### src/rtl/mac_multiplex_result_collector.sv
// -----------------------------------------------------------------------------
// mac_multiplex_result_collector
//
// Output-side companion of the top_mac_multiplex operand driver. It watches the
// same accu_rst / op_valid strobes that feed the MAC. It delays them by the MAC
// pipeline latency so they line up with z. It captures the final accumulated z
// of every accumulation window together with the number of operand cycles in
// that window. Each {z, count} pair is queued in a small first-word-fall-through
// FIFO and offered on a valid/ready result stream.
//
// Ports:
//   clk         in   1            single clock, rising edge
//   rst         in   1            synchronous, active-high reset
//   accu_rst    in   1            accumulator clear (same signal as at the MAC)
//   op_valid    in   1            MAC inputs carry an operand set this cycle
//   z           in   Z_WIDTH      MAC accumulator output, signed
//   res_valid   out  1            FIFO head valid
//   res_ready   in   1            consumer accepts head when res_valid=1
//   res_z       out  Z_WIDTH      final window sum, bit-exact copy of z
//   res_count   out  CNT_WIDTH    operand cycles in the window (saturating)
//   overflow    out  1            sticky: a result was dropped on a full FIFO
//   fifo_level  out  LVL_WIDTH    current FIFO occupancy
// -----------------------------------------------------------------------------
module mac_multiplex_result_collector #(
    parameter int W_WIDTH         = 8,
    parameter int A_WIDTH         = 8,
    parameter int PLUS_WIDTH      = 4,
    parameter int CONFIG_AW_WIDTH = 2,
    parameter int MAC_LATENCY     = 2,
    parameter int FIFO_DEPTH      = 4,
    parameter int CNT_WIDTH       = 8,
    localparam int Z_WIDTH   = W_WIDTH + A_WIDTH + (2 ** CONFIG_AW_WIDTH) * PLUS_WIDTH,
    localparam int PTR_WIDTH = $clog2(FIFO_DEPTH),
    localparam int LVL_WIDTH = $clog2(FIFO_DEPTH) + 1
) (
    input  logic                        clk,
    input  logic                        rst,
    input  logic                        accu_rst,
    input  logic                        op_valid,
    input  logic signed [Z_WIDTH-1:0]   z,
    output logic                        res_valid,
    input  logic                        res_ready,
    output logic signed [Z_WIDTH-1:0]   res_z,
    output logic [CNT_WIDTH-1:0]        res_count,
    output logic                        overflow,
    output logic [LVL_WIDTH-1:0]        fifo_level
);

    // One FIFO entry: final window sum plus its operand-cycle count.
    typedef struct packed {
        logic [Z_WIDTH-1:0]   z;
        logic [CNT_WIDTH-1:0] cnt;
    } entry_t;

    // -------------------------------------------------------------------------
    // Strobe delay line: aligns op_valid / accu_rst with the z they affect.
    // Bit 0 is the youngest stage, bit MAC_LATENCY-1 drives the window logic.
    // -------------------------------------------------------------------------
    logic [MAC_LATENCY-1:0] op_dly_q,  op_dly_d;
    logic [MAC_LATENCY-1:0] clr_dly_q, clr_dly_d;
    logic                   d_op;
    logic                   d_clr;

    // NOTE: every variable written in a combinational block gets a default
    // first, so no path through the block can leave it unassigned (no latch).
    always_comb begin
        op_dly_d     = op_dly_q;
        clr_dly_d    = clr_dly_q;
        op_dly_d[0]  = op_valid;
        clr_dly_d[0] = accu_rst;
        for (int i = 1; i < MAC_LATENCY; i++) begin
            op_dly_d[i]  = op_dly_q[i-1];
            clr_dly_d[i] = clr_dly_q[i-1];
        end
    end

    assign d_op  = op_dly_q[MAC_LATENCY-1];
    assign d_clr = clr_dly_q[MAC_LATENCY-1];

    // NOTE: sequential state is updated with non-blocking assignments so every
    // flop samples pre-edge values regardless of block ordering.
    always_ff @(posedge clk) begin
        if (rst) begin
            op_dly_q  <= '0;
            clr_dly_q <= '0;
        end else begin
            op_dly_q  <= op_dly_d;
            clr_dly_q <= clr_dly_d;
        end
    end

    // -------------------------------------------------------------------------
    // Window tracking.
    // z_hold keeps z from the last operand cycle. The MAC may already show a
    // cleared value in the delayed-clear cycle, so z itself is not pushed there.
    // A clear always wins over a coincident operand strobe.
    // -------------------------------------------------------------------------
    logic                 open_q,   open_d;
    logic [CNT_WIDTH-1:0] count_q,  count_d;
    logic [Z_WIDTH-1:0]   z_hold_q, z_hold_d;
    logic                 push;
    entry_t               push_entry;

    always_comb begin
        open_d   = open_q;
        count_d  = count_q;
        z_hold_d = z_hold_q;
        push     = 1'b0;
        if (d_clr) begin
            push    = open_q;
            open_d  = 1'b0;
            count_d = '0;
        end else if (d_op) begin
            z_hold_d = z;
            open_d   = 1'b1;
            // Saturate at all-ones rather than wrapping back to zero.
            if (count_q != '1) begin
                count_d = count_q + CNT_WIDTH'(1);
            end
        end
    end

    assign push_entry = '{z: z_hold_q, cnt: count_q};

    always_ff @(posedge clk) begin
        if (rst) begin
            open_q   <= 1'b0;
            count_q  <= '0;
            z_hold_q <= '0;
        end else begin
            open_q   <= open_d;
            count_q  <= count_d;
            z_hold_q <= z_hold_d;
        end
    end

    // -------------------------------------------------------------------------
    // Result FIFO (first-word-fall-through, no bypass).
    // A push on a full FIFO is accepted only if the head leaves in the same
    // cycle. Otherwise the push is dropped and overflow latches.
    // -------------------------------------------------------------------------
    entry_t               mem_q [FIFO_DEPTH];
    logic [PTR_WIDTH-1:0] wr_ptr_q,   wr_ptr_d;
    logic [PTR_WIDTH-1:0] rd_ptr_q,   rd_ptr_d;
    logic [LVL_WIDTH-1:0] level_q,    level_d;
    logic                 overflow_q, overflow_d;
    logic                 fifo_empty;
    logic                 fifo_full;
    logic                 pop;
    logic                 wr_en;
    entry_t               head;

    assign fifo_empty = (level_q == '0);
    assign fifo_full  = (level_q == LVL_WIDTH'(FIFO_DEPTH));
    assign pop        = !fifo_empty && res_ready;
    assign wr_en      = push && (!fifo_full || pop);

    always_comb begin
        wr_ptr_d   = wr_ptr_q;
        rd_ptr_d   = rd_ptr_q;
        level_d    = level_q;
        overflow_d = overflow_q;
        // Power-of-two depth: pointers wrap naturally at their width.
        if (wr_en) begin
            wr_ptr_d = wr_ptr_q + PTR_WIDTH'(1);
        end
        if (pop) begin
            rd_ptr_d = rd_ptr_q + PTR_WIDTH'(1);
        end
        if (wr_en && !pop) begin
            level_d = level_q + LVL_WIDTH'(1);
        end else if (pop && !wr_en) begin
            level_d = level_q - LVL_WIDTH'(1);
        end
        if (push && !wr_en) begin
            overflow_d = 1'b1;
        end
    end

    always_ff @(posedge clk) begin
        if (rst) begin
            wr_ptr_q   <= '0;
            rd_ptr_q   <= '0;
            level_q    <= '0;
            overflow_q <= 1'b0;
        end else begin
            wr_ptr_q   <= wr_ptr_d;
            rd_ptr_q   <= rd_ptr_d;
            level_q    <= level_d;
            overflow_q <= overflow_d;
        end
    end

    // NOTE: the storage array is deliberately left without reset. Only the
    // pointers and level define which entries are meaningful, and the head
    // outputs are masked to zero while the FIFO is empty.
    always_ff @(posedge clk) begin
        if (wr_en) begin
            mem_q[wr_ptr_q] <= push_entry;
        end
    end

    // The head is read straight from registered storage. It cannot change
    // while it is stalled, because a write never targets the head slot unless
    // the head is popped in the same cycle.
    assign head       = mem_q[rd_ptr_q];
    assign res_valid  = !fifo_empty;
    assign res_z      = res_valid ? head.z   : '0;
    assign res_count  = res_valid ? head.cnt : '0;
    assign overflow   = overflow_q;
    assign fifo_level = level_q;

endmodule

### config.mk
export PLATFORM = sky130hd
export DESIGN_NAME = mac_multiplex_result_collector
export DESIGN_NICKNAME = d
export VERILOG_FILES = /design/src/rtl/mac_multiplex_result_collector.sv
export SDC_FILE = /design/constraint.sdc
export NUM_CORES = 1
export LEC_CHECK = 0
export ABC_AREA = 1
export CAP_MARGIN = 20
export CELL_PAD_IN_SITES_DETAIL_PLACEMENT = 1
export CELL_PAD_IN_SITES_GLOBAL_PLACEMENT = 1
export CORE_UTILIZATION = 51
export CTS_BUF_LIST = sky130_fd_sc_hd__clkbuf_4
export DETAILED_ROUTE_END_ITERATION = 10
export PLACE_DENSITY_LB_ADDON = 0.15
export RECOVER_POWER = 25
export SLEW_MARGIN = 20
export SYNTH_ARGS = -nofsm -noshare
export SYNTH_HDL_FRONTEND = slang
export SYNTH_SLANG_ARGS = --single-unit
### constraint.sdc
create_clock -name clk -period 5.55 [get_ports clk]
set_input_delay 0.8325 -clock clk [delete_from_list [all_inputs] [get_ports clk]]
set_output_delay 0.8325 -clock clk [all_outputs]
set_load 0.02 [all_outputs]
==> impl_metrics.xml, run 1 <==
<?xml version="1.0" encoding="UTF-8"?>
<metrics>
  <group name="layout">
    <metric name="syn_to_final_growth" unit="%">20.0</metric>
    <metric name="drive_gt1_share" unit="%">11.9</metric>
    <metric name="fin_cells" unit="">1135</metric>
    <metric name="final_net_count" unit="">918</metric>
  </group>
  <group name="floorplanning">
    <metric name="core_region_area" unit="um2">16000</metric>
    <metric name="die_h" unit="um">130</metric>
    <metric name="floorplan.die_area" unit="um2">17000</metric>
    <metric name="chipWidth" unit="um">130</metric>
    <metric name="floorplan.rows" unit="">46</metric>
    <metric name="pin_count" unit="">82</metric>
    <metric name="initial_utilization" unit="%">52.5</metric>
  </group>
  <group name="critical_path">
    <metric name="crit_chain" unit="">nor2_1, nand2_1, clkinv_1, buf_4, a21oi_1, clkdlybuf4s50_1</metric>
    <metric name="slowest_stage" unit="">sky130_fd_sc_hd__clkinv_1</metric>
    <metric name="worstPathMaxFanout" unit="">28</metric>
    <metric name="crit_family" unit="">buffers and inverters</metric>
    <metric name="worst-setup-path-type" unit="">flop to output port</metric>
    <metric name="cp-end-kind" unit="">output port</metric>
    <metric name="worst_ep_arrival_time" unit="ns">3.60</metric>
    <metric name="cp_num_buf_inv" unit="">3</metric>
    <metric name="timing.critical_path.slowest_cell_delay" unit="ns">0.80</metric>
    <metric name="worst_path_required" unit="ns">4.72</metric>
    <metric name="critPathLaunchType" unit="">flop</metric>
  </group>
  <group name="synthesis">
    <metric name="muxShareOfSynthArea" unit="%">0</metric>
    <metric name="synthesis.nets" unit="">812</metric>
    <metric name="synth_simple_gate_area_share" unit="%">13.6</metric>
    <metric name="synthesis.area" unit="um2">8400</metric>
    <metric name="synth_sequential_area_ratio" unit="%">70.3</metric>
    <metric name="number_of_synthesized_register_bits" unit="">215</metric>
    <metric name="adder_cell_share_of_the_synthesized_area" unit="%">1.13</metric>
    <metric name="synth_xor_xnor_area_share" unit="%">0.209</metric>
    <metric name="synth_warnings" unit="">0</metric>
    <metric name="syn_avg_cell_area" unit="um2">10.9</metric>
    <metric name="syn_inst" unit="">768</metric>
    <metric name="synth_top_family_by_area" unit="">simple AND/OR/NAND/NOR gates</metric>
    <metric name="synthesized_area_fraction_occupied_by_ao_oa_aoi_and_oai_cells" unit="%">10.1</metric>
    <metric name="distinct_cell_type_count_after_synthesis" unit="">24</metric>
  </group>
  <group name="placed_design">
    <metric name="io_buffer_count" unit="">81</metric>
    <metric name="finalWeightedCongestion" unit="">0.745</metric>
    <metric name="hpwl" unit="um">12100</metric>
    <metric name="numPlacedInstances" unit="">1031</metric>
    <metric name="place_ws" unit="ns">1.81</metric>
  </group>
  <group name="timing">
    <metric name="tns" unit="ns">0</metric>
    <metric name="slew_headroom" unit="%">33.1</metric>
    <metric name="finalClockSkew" unit="ns">0.0371</metric>
    <metric name="setup_viol_count_final" unit="">0</metric>
    <metric name="min_hold_slack" unit="ns">0.413</metric>
    <metric name="rsz0062_at_grt" unit="">no</metric>
    <metric name="period_minus_slack" unit="ns">4.44</metric>
    <metric name="final-hold-violation-count" unit="">0</metric>
    <metric name="max_slew.worst_pin.slew" unit="ns">0.997</metric>
    <metric name="final_min_period_over_clock_period" unit="%">79.9</metric>
    <metric name="drv_slew" unit="">0</metric>
    <metric name="fmax" unit="MHz">225</metric>
    <metric name="fin_ws" unit="ns">1.11</metric>
  </group>
  <group name="pwr">
    <metric name="leakagePower" unit="nW">3.67</metric>
    <metric name="vdd_ir_drop_max" unit="mV">0.315</metric>
    <metric name="powerDensity" unit="nW/um2">458</metric>
  </group>
  <group name="routing">
    <metric name="dr.first_iter.drc_count" unit="">395</metric>
    <metric name="vias" unit="">6061</metric>
    <metric name="wire_per_inst" unit="um">18.8</metric>
    <metric name="routed_wl" unit="um">21300</metric>
    <metric name="initial_drt_pass_iterations" unit="">4</metric>
    <metric name="detail-route-antenna-nets" unit="">0</metric>
    <metric name="routed_via_density" unit="">5.34</metric>
    <metric name="drcViolationCount" unit="">0</metric>
  </group>
  <group name="grt">
    <metric name="first_global_vias" unit="">6611</metric>
    <metric name="grt_start_max_net_pins" unit="">81</metric>
    <metric name="grt_antenna_before_repair" unit="">1</metric>
    <metric name="grt_pass1_wl" unit="um">33100</metric>
    <metric name="congestion_overflow_gr" unit="">0</metric>
    <metric name="globalRouteTotalUtil" unit="%">26.1</metric>
  </group>
  <group name="clock_network">
    <metric name="post_cts_resize_count" unit="">0</metric>
    <metric name="hold_fix_buffer_count_after_cts" unit="">0</metric>
    <metric name="cts.clk_slew.worst_paths" unit="ns">0.08</metric>
    <metric name="cts.repair_timing.setup_buffer_count" unit="">0</metric>
    <metric name="clock_tree_from_tritoncts" unit="">done</metric>
    <metric name="numCtsBuffers" unit="">54</metric>
    <metric name="clockBufferDepth" unit="">3</metric>
    <metric name="cts_root_buf" unit="">sky130_fd_sc_hd__clkbuf_4</metric>
    <metric name="cts_htree_levels" unit="">2</metric>
    <metric name="clk_latency" unit="ns">0.65</metric>
    <metric name="cts_num_sinks" unit="">215</metric>
  </group>
  <group name="job">
    <metric name="drv_cap" unit="">0</metric>
  </group>
  <group name="hold_path">
    <metric name="hp_class" unit="">flop to flop</metric>
  </group>
  <group name="outcome">
    <metric name="result_of_the_run" unit="">complete, no violations</metric>
  </group>
</metrics>
-- layer usage --
layer	share of wire (%)	routed length, um	global-route usage [%]
met1	41	8700	29.8
met2	52	11100	47.4
met3	4.9	1050	5.95
met4	2.1	448	10.1
met5	0	0	0
-- cell usage after synthesis (all sizes together) --
master	number	area [um2]
xor2	2	17.5
dfxtp	55	1100
buf	24	174
fa	1	20.0
clkbuf	17	75.1
a211oi	1	7.51
inv	36	138
a21oi	48	240
ha	6	75.1
nand2	32	130
nor3	3	15.0
nand3	7	35.0
o21ai	118	591
edfxtp	160	4800
nor2	257	965
o21a	1	7.51
-- worst reg2reg max path, stage by stage, from the launching register on --
cell,delay (ns)
sky130_fd_sc_hd__dfxtp_1,0.44
sky130_fd_sc_hd__nor2_1,0.10
sky130_fd_sc_hd__nand3_1,0.10
sky130_fd_sc_hd__nand2_1,0.30
sky130_fd_sc_hd__nor2_4,0.62
sky130_fd_sc_hd__buf_4,0.49
-- final cells by class --
type / instances / area, um2
multi-input cells: 476 / 2130
well taps: 216 / 270
diodes: 1 / 2.50
clock inverters: 17 / 68.8
repair buffers: 91 / 931
clock buffers: 83 / 623
fillers: 1764 / 5920
inverters: 36 / 138
flip-flops and latches: 215 / 5910
-- logic make-up (layout without fill, tap and decap cells) --
family	count (synthesis)	after routing
AND/OR/NAND/NOR	299	299
flip-flops	215	215
AO/OA/AOI/OAI	168	168
buffers and inverters	77	227
adder cells (fa/ha/maj)	7	7
XOR/XNOR	2	2
other	0	1
-- registers in the layout (all words and copies together) (netlist names), named ones only --
| name | cells |
|---|---|
| wr_ptr_q | 2 |
| op_dly_q | 2 |
| z_hold_q | 32 |
| open_q | 1 |
| overflow | 1 |
| fifo_level | 3 |
| count_q | 8 |
| rd_ptr_q | 2 |
| clr_dly_q | 2 |
| mem_q | 160 |
-- per-stage QoR --
stage / utilization (%) / instance area, um2 / power, mW
3_5_place_dp: 58.2 / 9320 / 3.33
2_1_floorplan: - / 8400 / 2.69
6_report: 63.0 / 10100 / 4.62
5_1_grt: 63.0 / 10100 / 4.84
3_3_place_gp: 58.2 / 9310 / 3.29
4_1_cts: 62.5 / 10000 / 4.65
-- report_power, final --
| part | total (mW) | switching [mW] | internal (mW) |
|---|---|---|---|
| Sequential | 1.86 | 0.107 | 1.76 |
| Combinational | 1.44 | 0.869 | 0.574 |
| Clock | 1.31 | 0.625 | 0.684 |
-- path summary, 6_finish.rpt --
kind,start,endpoint,slack [ns],cells past startpoint
min reg2reg,clr_dly_q[0]$_SDFF_PP0_,clr_dly_q[1]$_SDFF_PP0_,0.41,2
max,fifo_level[0]$_SDFFE_PP0P_,res_z[23],1.11,6
max reg2reg,fifo_level[0]$_SDFFE_PP0P_,mem_q[1][11]$_DFFE_PP_,3.12,5
min,clr_dly_q[0]$_SDFF_PP0_,clr_dly_q[1]$_SDFF_PP0_,0.41,2
-- layout by cell type (no fill, tap or decap), types with 2 or more instances in the layout --
cell type / count
sky130_fd_sc_hd__nor2_1: 253
sky130_fd_sc_hd__clkinv_1: 13
sky130_fd_sc_hd__dfxtp_1: 53
sky130_fd_sc_hd__a21oi_1: 48
sky130_fd_sc_hd__xor2_1: 2
sky130_fd_sc_hd__o21ai_0: 84
sky130_fd_sc_hd__clkbuf_4: 83
sky130_fd_sc_hd__nand3_1: 7
sky130_fd_sc_hd__buf_4: 7
sky130_fd_sc_hd__inv_2: 3
sky130_fd_sc_hd__nand2_1: 30
sky130_fd_sc_hd__clkdlybuf4s50_1: 81
sky130_fd_sc_hd__nor2_4: 4
sky130_fd_sc_hd__nor3_1: 3
sky130_fd_sc_hd__ha_1: 6
sky130_fd_sc_hd__o21ai_1: 34
sky130_fd_sc_hd__inv_1: 32
sky130_fd_sc_hd__buf_12: 2
sky130_fd_sc_hd__clkinv_2: 4
sky130_fd_sc_hd__edfxtp_1: 160
Power figures use the tool's default switching activity.
==> inputs of run 2 (changes only) <==
--- a/config.mk
+++ b/config.mk
@@ -9,7 +9,7 @@
 export CAP_MARGIN = 20
 export CELL_PAD_IN_SITES_DETAIL_PLACEMENT = 1
 export CELL_PAD_IN_SITES_GLOBAL_PLACEMENT = 1
-export CORE_UTILIZATION = 51
+export CORE_UTILIZATION = 42
 export CTS_BUF_LIST = sky130_fd_sc_hd__clkbuf_4
 export DETAILED_ROUTE_END_ITERATION = 10
 export PLACE_DENSITY_LB_ADDON = 0.15
==> constraint.sdc (replaced) <==
create_clock -name clk -period 4 [get_ports clk]
set_input_delay 0.6 -clock clk [delete_from_list [all_inputs] [get_ports clk]]
set_output_delay 0.6 -clock clk [all_outputs]
set_load 0.02 [all_outputs]
==> impl_metrics.xml, run 2 (same netlist as run 1, synthesis figures left out) <==
<?xml version="1.0" encoding="UTF-8"?>
<metrics>
  <group name="layout">
    <metric name="final_common_cell" unit="">sky130_fd_sc_hd__nor2_1</metric>
    <metric name="largest_register_ff_count" unit="">160</metric>
    <metric name="registers.top_by_ff_count" unit="">mem_q</metric>
    <metric name="syn_to_final_growth" unit="%">20.2</metric>
    <metric name="biggestRegsByFlops" unit="">mem_q: 160 flops, z_hold_q: 32 flops, count_q: 8 flops</metric>
    <metric name="finish.utilization" unit="%">51.7</metric>
    <metric name="drive_gt1_share" unit="%">11.5</metric>
    <metric name="final_net_count" unit="">917</metric>
    <metric name="most-common-layout-cells" unit="">253 x sky130_fd_sc_hd__nor2_1, 160 x sky130_fd_sc_hd__edfxtp_1, 84 x sky130_fd_sc_hd__o21ai_0</metric>
  </group>
  <group name="routing">
    <metric name="vias" unit="">5986</metric>
    <metric name="detail-route-antenna-nets" unit="">0</metric>
    <metric name="dr.first_iter.drc_count" unit="">277</metric>
    <metric name="initial_drt_pass_iterations" unit="">4</metric>
    <metric name="routed_wl" unit="um">20800</metric>
    <metric name="drcViolationCount" unit="">0</metric>
    <metric name="routed_via_density" unit="">5.05</metric>
    <metric name="wire_per_inst" unit="um">17.5</metric>
  </group>
  <group name="outcome">
    <metric name="result_of_the_run" unit="">complete, no violations</metric>
  </group>
  <group name="pwr">
    <metric name="leakagePower" unit="nW">3.65</metric>
    <metric name="powerDensity" unit="nW/um2">634</metric>
    <metric name="vdd_ir_drop_max" unit="mV">0.326</metric>
  </group>
  <group name="grt">
    <metric name="grt_start_max_net_pins" unit="">81</metric>
    <metric name="globalRouteTotalUtil" unit="%">20.9</metric>
    <metric name="congestion_overflow_gr" unit="">0</metric>
    <metric name="grt_antenna_before_repair" unit="">1</metric>
    <metric name="first_global_vias" unit="">6504</metric>
    <metric name="grt_pass1_wl" unit="um">32600</metric>
  </group>
  <group name="floorplanning">
    <metric name="core_region_area" unit="um2">19500</metric>
    <metric name="pin_count" unit="">82</metric>
    <metric name="floorplan.die_area" unit="um2">20600</metric>
    <metric name="initial_utilization" unit="%">43.0</metric>
    <metric name="chipWidth" unit="um">143</metric>
    <metric name="floorplan.rows" unit="">51</metric>
    <metric name="die_h" unit="um">143</metric>
  </group>
  <group name="timing">
    <metric name="fmax" unit="MHz">272</metric>
    <metric name="drv_slew" unit="">0</metric>
    <metric name="final_min_period_over_clock_period" unit="%">91.9</metric>
    <metric name="finalClockSkew" unit="ns">0.0395</metric>
    <metric name="max_slew.worst_pin.slew" unit="ns">0.883</metric>
    <metric name="tns" unit="ns">0</metric>
    <metric name="period_minus_slack" unit="ns">3.68</metric>
    <metric name="slew_headroom" unit="%">41.1</metric>
    <metric name="final-hold-violation-count" unit="">0</metric>
    <metric name="rsz0062_at_grt" unit="">no</metric>
    <metric name="setup_viol_count_final" unit="">0</metric>
  </group>
  <group name="clock_network">
    <metric name="cts.clk_slew.worst_paths" unit="ns">0.06</metric>
    <metric name="clock_tree_from_tritoncts" unit="">done</metric>
    <metric name="numCtsBuffers" unit="">55</metric>
    <metric name="clockBufferDepth" unit="">3</metric>
    <metric name="hold_fix_buffer_count_after_cts" unit="">0</metric>
    <metric name="clk_latency" unit="ns">0.66</metric>
    <metric name="cts.repair_timing.setup_buffer_count" unit="">0</metric>
    <metric name="cts_root_buf" unit="">sky130_fd_sc_hd__clkbuf_4</metric>
    <metric name="cts_num_sinks" unit="">215</metric>
    <metric name="cts_htree_levels" unit="">2</metric>
  </group>
  <group name="critical_path">
    <metric name="timing.critical_path.slowest_cell_delay" unit="ns">0.69</metric>
    <metric name="critPathLaunchType" unit="">flop</metric>
    <metric name="worstPathMaxFanout" unit="">41</metric>
    <metric name="slowest_stage" unit="">sky130_fd_sc_hd__dfxtp_4</metric>
    <metric name="worst_ep_arrival_time" unit="ns">3.08</metric>
    <metric name="crit_chain" unit="">inv_2, nor2_1, o21ai_0, a21oi_1, clkdlybuf4s50_1</metric>
    <metric name="worst_path_required" unit="ns">3.40</metric>
    <metric name="worst-setup-path-type" unit="">flop to output port</metric>
    <metric name="cp-end-kind" unit="">output port</metric>
  </group>
  <group name="placed_design">
    <metric name="hpwl" unit="um">11900</metric>
    <metric name="finalWeightedCongestion" unit="">0.743</metric>
    <metric name="io_buffer_count" unit="">81</metric>
  </group>
  <group name="hold_path">
    <metric name="hp_class" unit="">flop to flop</metric>
  </group>
  <group name="job">
    <metric name="drv_cap" unit="">0</metric>
  </group>
</metrics>
run 2: final cells by class:
class / instances / area, um2
fillers: 2168 / 9430
diodes: 1 / 2.50
clock buffers: 83 / 623
clock inverters: 20 / 80.1
inverters: 36 / 138
multi-input cells: 476 / 2130
well taps: 265 / 332
repair buffers: 89 / 871
flip-flops and latches: 215 / 5910
run 2: worst max-delay path: cells and delay by family, from the launching register on:
family | cells | cell delay, ns
AOI/OAI and AO/OA | 2 | 0.34
buffers and inverters | 2 | 1.17
DFF | 1 | 0.69
and+or+nand+nor | 1 | 0.22
run 2: final timing paths:
path | start | to | slack (ns) | cells after the start
max | flop | res_z[20] | 0.32 | 5
min | clr_dly_q[0]$_SDFF_PP0_ | clr_dly_q[1]$_SDFF_PP0_ | 0.40 | 2
min reg2reg | clr_dly_q[0]$_SDFF_PP0_ | clr_dly_q[1]$_SDFF_PP0_ | 0.40 | 2
max reg2reg | fifo_level[0]$_SDFFE_PP0P_ | fifo_level[2]$_SDFFE_PP0P_ | 1.65 | 12
run 2: routing by layer:
metal  vias to the layer above  wire length, um  part of all wire (%)  global-route usage, %
li1                       2849                -                     -                      -
met1                      2969             8820                    42                   24.4
met2                       134            10700                    51                   37.9
met3                        34              963                   4.6                   4.67
met4                         0              323                   1.6                   6.61
met5                         -                0                     0                      0
run 2: metrics by stage:
stage	setup WS [ns]	std cells	hold WS, ns	total power [mW]	cell area, um2
floorplan	1.02	768	0.388	3.74	8400
detailed placement	0.499	1081	0.404	4.64	9380
CTS	0.0675	1184	0.398	6.48	10100
global route	0.0716	1185	0.439	6.74	10100
finish	0.323	1185	0.402	6.40	10100
global placement	0.530	1081	0.392	4.59	9380
run 2: what timing repair did:
item                                   CTS  global route
gates resized for setup                  1             1
endpoints found under the hold margin    0             0
setup endpoints to repair               40             5
pin swaps                                0             0
run 2: report_power, final:
part	switching, mW	internal, mW	leakage, nW	total [mW]
clock	0.872	0.951	0.423	1.82
sequential	0.126	2.44	1.96	2.56
combinational	1.22	0.796	1.27	2.01
total	2.21	4.18	3.65	6.40
